$ cat src/rtl/nibble_serial_adder.sv
// ============================================================================
// Module   : nibble_serial_adder
// Function : W-bit adder built from one external 4-bit adder, one nibble/cycle
// Revision : 1.0
// ============================================================================
`default_nettype none

module nibble_serial_adder #(
  parameter int NIBBLES = 4
) (
  input  logic                   Clk,
  input  logic                   Rst_n,
  input  logic                   In_valid,
  output logic                   In_ready,
  input  logic [0:4*NIBBLES-1]   In_A,
  input  logic [0:4*NIBBLES-1]   In_B,
  input  logic                   In_Ci,
  output logic [0:3]             Add_A,
  output logic [0:3]             Add_B,
  output logic                   Add_Ci,
  input  logic [0:3]             Add_S,
  input  logic                   Add_Co,
  output logic                   Out_valid,
  input  logic                   Out_ready,
  output logic [0:4*NIBBLES-1]   Out_S,
  output logic                   Out_Co,
  output logic                   Out_Ovf,
  output logic                   Busy
);

  localparam int              W      = 4 * NIBBLES;
  localparam int              KW     = $clog2(NIBBLES);
  localparam logic [KW-1:0]   K_LAST = KW'(NIBBLES - 1);

  typedef enum logic [1:0] {
    IDLE = 2'd0,
    RUN  = 2'd1,
    DONE = 2'd2
  } state_t;

  state_t          state_q, state_d;
  logic [KW-1:0]   k_q, k_d;
  logic            carry_q, carry_d;
  logic [W-1:0]    a_q, a_d;
  logic [W-1:0]    b_q, b_d;
  logic [W-1:0]    sum_q, sum_d;

  logic [3:0]      a_nib;
  logic [3:0]      b_nib;
  logic [3:0]      s_nib;

  always_ff @(posedge Clk or negedge Rst_n) begin
    if (!Rst_n) begin
      state_q <= IDLE;
      k_q     <= '0;
      carry_q <= 1'b0;
      a_q     <= '0;
      b_q     <= '0;
      sum_q   <= '0;
    end else begin
      state_q <= state_d;
      k_q     <= k_d;
      carry_q <= carry_d;
      a_q     <= a_d;
      b_q     <= b_d;
      sum_q   <= sum_d;
    end
  end

  // Select the active nibble with constant slices; k only ever spans 0..NIBBLES-1.
  always_comb begin
    a_nib = '0;
    b_nib = '0;
    for (int n = 0; n < NIBBLES; n++) begin
      if (k_q == KW'(n)) begin
        a_nib = a_q[4*n +: 4];
        b_nib = b_q[4*n +: 4];
      end
    end
    for (int i = 0; i < 4; i++) begin
      s_nib[i] = Add_S[i];
    end
  end

  always_comb begin
    state_d = state_q;
    k_d     = k_q;
    carry_d = carry_q;
    a_d     = a_q;
    b_d     = b_q;
    sum_d   = sum_q;
    case (state_q)
      IDLE: begin
        if (In_valid) begin
          for (int i = 0; i < W; i++) begin
            a_d[i] = In_A[i];
            b_d[i] = In_B[i];
          end
          carry_d = In_Ci;
          k_d     = '0;
          state_d = RUN;
        end
      end
      RUN: begin
        for (int n = 0; n < NIBBLES; n++) begin
          if (k_q == KW'(n)) begin
            sum_d[4*n +: 4] = s_nib;
          end
        end
        carry_d = Add_Co;
        // k parks on the last nibble instead of wrapping; it is reloaded on accept.
        if (k_q == K_LAST) begin
          state_d = DONE;
        end else begin
          k_d = k_q + 1'b1;
        end
      end
      DONE: begin
        if (Out_ready) begin
          state_d = IDLE;
        end
      end
      default: begin
        state_d = IDLE;
      end
    endcase
  end

  always_comb begin
    for (int i = 0; i < 4; i++) begin
      Add_A[i] = (state_q == RUN) ? a_nib[i] : 1'b0;
      Add_B[i] = (state_q == RUN) ? b_nib[i] : 1'b0;
    end
    Add_Ci = (state_q == RUN) ? carry_q : 1'b0;
    for (int i = 0; i < W; i++) begin
      Out_S[i] = sum_q[i];
    end
  end

  assign In_ready  = (state_q == IDLE);
  assign Out_valid = (state_q == DONE);
  assign Busy      = (state_q != IDLE);
  assign Out_Co    = carry_q;
  assign Out_Ovf   = (a_q[W-1] ~^ b_q[W-1]) & (a_q[W-1] ^ sum_q[W-1]);

endmodule

`default_nettype wire

$ cat config.mk
export PLATFORM = sky130hd
export DESIGN_NAME = nibble_serial_adder
export DESIGN_NICKNAME = d
export VERILOG_FILES = /design/src/rtl/nibble_serial_adder.sv
export SDC_FILE = /design/constraint.sdc
export NUM_CORES = 1
export LEC_CHECK = 0
export ABC_CLOCK_PERIOD_IN_PS = 2400
export CORE_MARGIN = 4
export CORE_UTILIZATION = 49
export CTS_BUF_LIST = sky130_fd_sc_hd__clkbuf_2
export CTS_CLUSTER_DIAMETER = 200
export DETAILED_ROUTE_END_ITERATION = 6
export PLACE_DENSITY_LB_ADDON = 0.12
export SYNTH_ARGS = -nofsm -noshare
export SYNTH_HDL_FRONTEND = slang
export SYNTH_SLANG_ARGS = --single-unit
$ cat constraint.sdc
create_clock -name Clk -period 2.4 [get_ports Clk]
set_clock_uncertainty 0.2 [all_clocks]
set_input_delay 0.36 -clock Clk [delete_from_list [all_inputs] [get_ports Clk]]
set_output_delay 0.36 -clock Clk [all_outputs]
set_load 0.005 [all_outputs]
==> summary.txt, run 1 <==
Synth Register Bits: 53
Crit path max-delay family: flip-flops
Relative slew slack: 0.605
Area share of and/or/nand/nor cells after synthesis: 0.0957
Post-route cell area: 3740 sq um
Synth Area in XOR/XNOR: 0
PD cells: 1400 nW/um^2
CP max-delay cell: dfrtp_2
Largest family of logic cells by synthesized area: multiplexers
Sw Pwr: 1860 uW
Achievable Freq: 387 MHz
Die Span Y: 79.0 um
HPWL after DPL: 4.14 mm
Crit path DAT: 2.03 ns
Fin cells: 338
Max-slew violation count: 0
Setup violators final: 8
Max cap viols: 0
Tmin final: 2.59 ns
ANT cells: 0
Dominant synthesized flop cell: dfrtp_1
Total die area: 6240 sq um
Final Cycle Share: 1.08
Post-route ant nets: 0
Row count: 25
Sequential power share: 0.330
Max FO, Critical Path: 7
Vias in the first global route: 1924
WHS: 0.193 ns
Mapped cell area: 2470 sq um
Cell Area, Placed: 3290 sq um
WL per Instance: 18.2 um
Post-Syn Instances: 180
Leak pwr: 0.00164 uW
WL final: 6.15 mm
Dpl cells: 322
Multiplexer share of the synthesized area: 0.236
RSZ-0062 raised after global routing: true
Failing checks: setup timing
Port Buffers: 71
H-tree levels: 2
GRT Util Overall: 0.204
Sequential cell area fraction in the yosys report: 0.537
WP data required: 1.84 ns
CTS tree: built
CTS root buffer: clkbuf_2
Int Pwr: 3360 uW
Crit Path Category: reg -> out
IO Pins: 72
Leading post-synthesis cells by cell area: dfrtp_1, mux2_2, mux2_4
Synth cell count leaders: dfrtp_1, mux2_2, nor2b_1
Avg Vias per Cell: 5.31
Clock tree buffer depth: 2
Clk network pwr share: 0.108
Net count after synthesis: 226
Largest net degree at the start of global routing: 28
Worst-Skew Late Latency: 0.45 ns
Total core area: 4820 sq um
1st-pass router iterations: 4
Die extent in x: 79.0 um
Synth Area per Inst: 13.7 sq um
Number of CTS-inserted buffers: 5
Async S/R FF share, synth: 1.00
Share of the synthesized area in the top cell type: 0.537
Most frequent cell after synthesis: dfrtp_1
Clock sinks: 53
Final-stage net count: 316
DRC errors left: 0
DR iter-0 viols: 68
Worst hold path class: in -> async
Setup ws final: -0.187 ns
P&R area growth vs syn: 51.3%
Switch share: 0.356
Adder and majority gate portion of the synthesized area: 0.0203
VDD IR-drop max: 0.000880 V
Largest area contributor in the netlist: dfrtp_1
Bufs and invs on worst path: 3
Share of layout cells above drive strength 1: 0.446
EDFF count, synth: 0
Clock transition at path regs: 0.26 ns
Final GP Congestion: 0.759
Initial antenna violation count: 0
Grt ovf: 0
CP max stage delay: 0.51 ns
CP endpoint kind: output port
Combinational Power Share: 0.562
First-pass GRT wire length: 9.74 mm
Setup crit start kind: flip-flop
Run status: finished, violations left
Syn. warnings: 0
Yosys cell types: 27
Final Hold Violating Endpoints: 0
CP cell instances: inv_4 > ha_4 > nor2b_4 > buf_12 > a221oi_4 > o41ai_2 > buf_2
DR vias: 1795
Initial core utilization: 0.513
Worst-Margin Slew: 0.592 ns
Post-synthesis compound-gate area fraction: 0.0699
-- sequential cells by signal, summed over array words and instances, names as in the netlist --
| signal | count |
|---|---|
| sum_q | 16 |
| k_q | 2 |
| Out_Co | 1 |
| b_q | 16 |
| a_q | 16 |
| state_q | 2 |
-- metrics by stage --
stage	util	worst slack (ns)	TNS, ns	power [uW]
floorplan	-	0.435	0	2940
global placement	0.683	-0.105	-0.515	3910
detailed placement	0.683	-0.155	-0.880	3970
CTS	0.743	-0.170	-1.14	4900
global route	0.776	-0.292	-1.88	5500
finish	0.776	-0.187	-1.04	5220
-- metal layers --
metal,GRT usage,share of wire
met1,0.259,0.40
met2,0.340,0.51
met3,0.0488,0.061
met4,0.0739,0.023
met5,0,0
-- final cells by class --
cell class,instances,area [sq um]
clock inverter,3,65.1
multi-input combinational,111,1310
timing repair buffer,94,905
inverter,5,21.3
tap,67,83.8
fill,309,1080
sequential,53,1330
clock buffer,5,25.0
-- cell families (layout without fill, tap and decap cells) --
group           after synthesis  count (layout)
simple gates                 36              36
compound gates               22              22
mux                          49              49
buf+inv                      16             107
fa+ha+maj                     4               4
flops                        53              53
-- power groups by stage --
stage	Clock (uW)	Sequential, uW	Combinational [uW]
finish	562	1720	2940
global route	600	1780	3120
CTS	572	1680	2650
detailed placement	0	1650	2320
global placement	0	1640	2270
floorplan	0	1590	1340
-- layout by cell type (no fill, tap or decap), types with 6 or more instances in the layout --
cell type	netlist	routed
buf_4	0	14
a221oi_4	0	6
nand3_1	7	7
dfrtp_1	53	52
mux2_2	39	39
buf_2	4	9
nor2b_1	9	7
mux2_4	8	8
clkdlybuf4s50_1	0	59
-- final timing paths --
check | from | end | slack, ns | cells after the start
min in group Clk | Out_ready | state_q[1] | 0.24 | 2
max in group asynchronous | Rst_n | sum_q[2] | 1.18 | 3
hold reg to reg | sum_q[3] | sum_q[3] | 0.34 | 1
hold / removal | Rst_n | b_q[3] | 0.19 | 2
setup / recovery | k_q[0] | Add_A[2] | -0.19 | 7
setup reg to reg | k_q[0] | k_q[0] | 0.18 | 7
-- timing repair --
action | in CTS | in global routing
setup endpoints to repair | 9 | 12
endpoints found under the hold margin | 25 | 0
pin swaps | 13 | 2
resized for setup | 64 | 27
hold buffers | 1 | 0
setup buffers | 6 | 2
Power figures use the tool's default switching activity.
==> run 2: changes to the inputs <==
--- a/config.mk
+++ b/config.mk
@@ -5,7 +5,7 @@
 export SDC_FILE = /design/constraint.sdc
 export NUM_CORES = 1
 export LEC_CHECK = 0
-export ABC_CLOCK_PERIOD_IN_PS = 2400
+export CAP_MARGIN = 10
 export CORE_MARGIN = 4
 export CORE_UTILIZATION = 49
 export CTS_BUF_LIST = sky130_fd_sc_hd__clkbuf_2
==> results of run 2 <==
Final layout, timing and power as in run 1 (identical DEF).
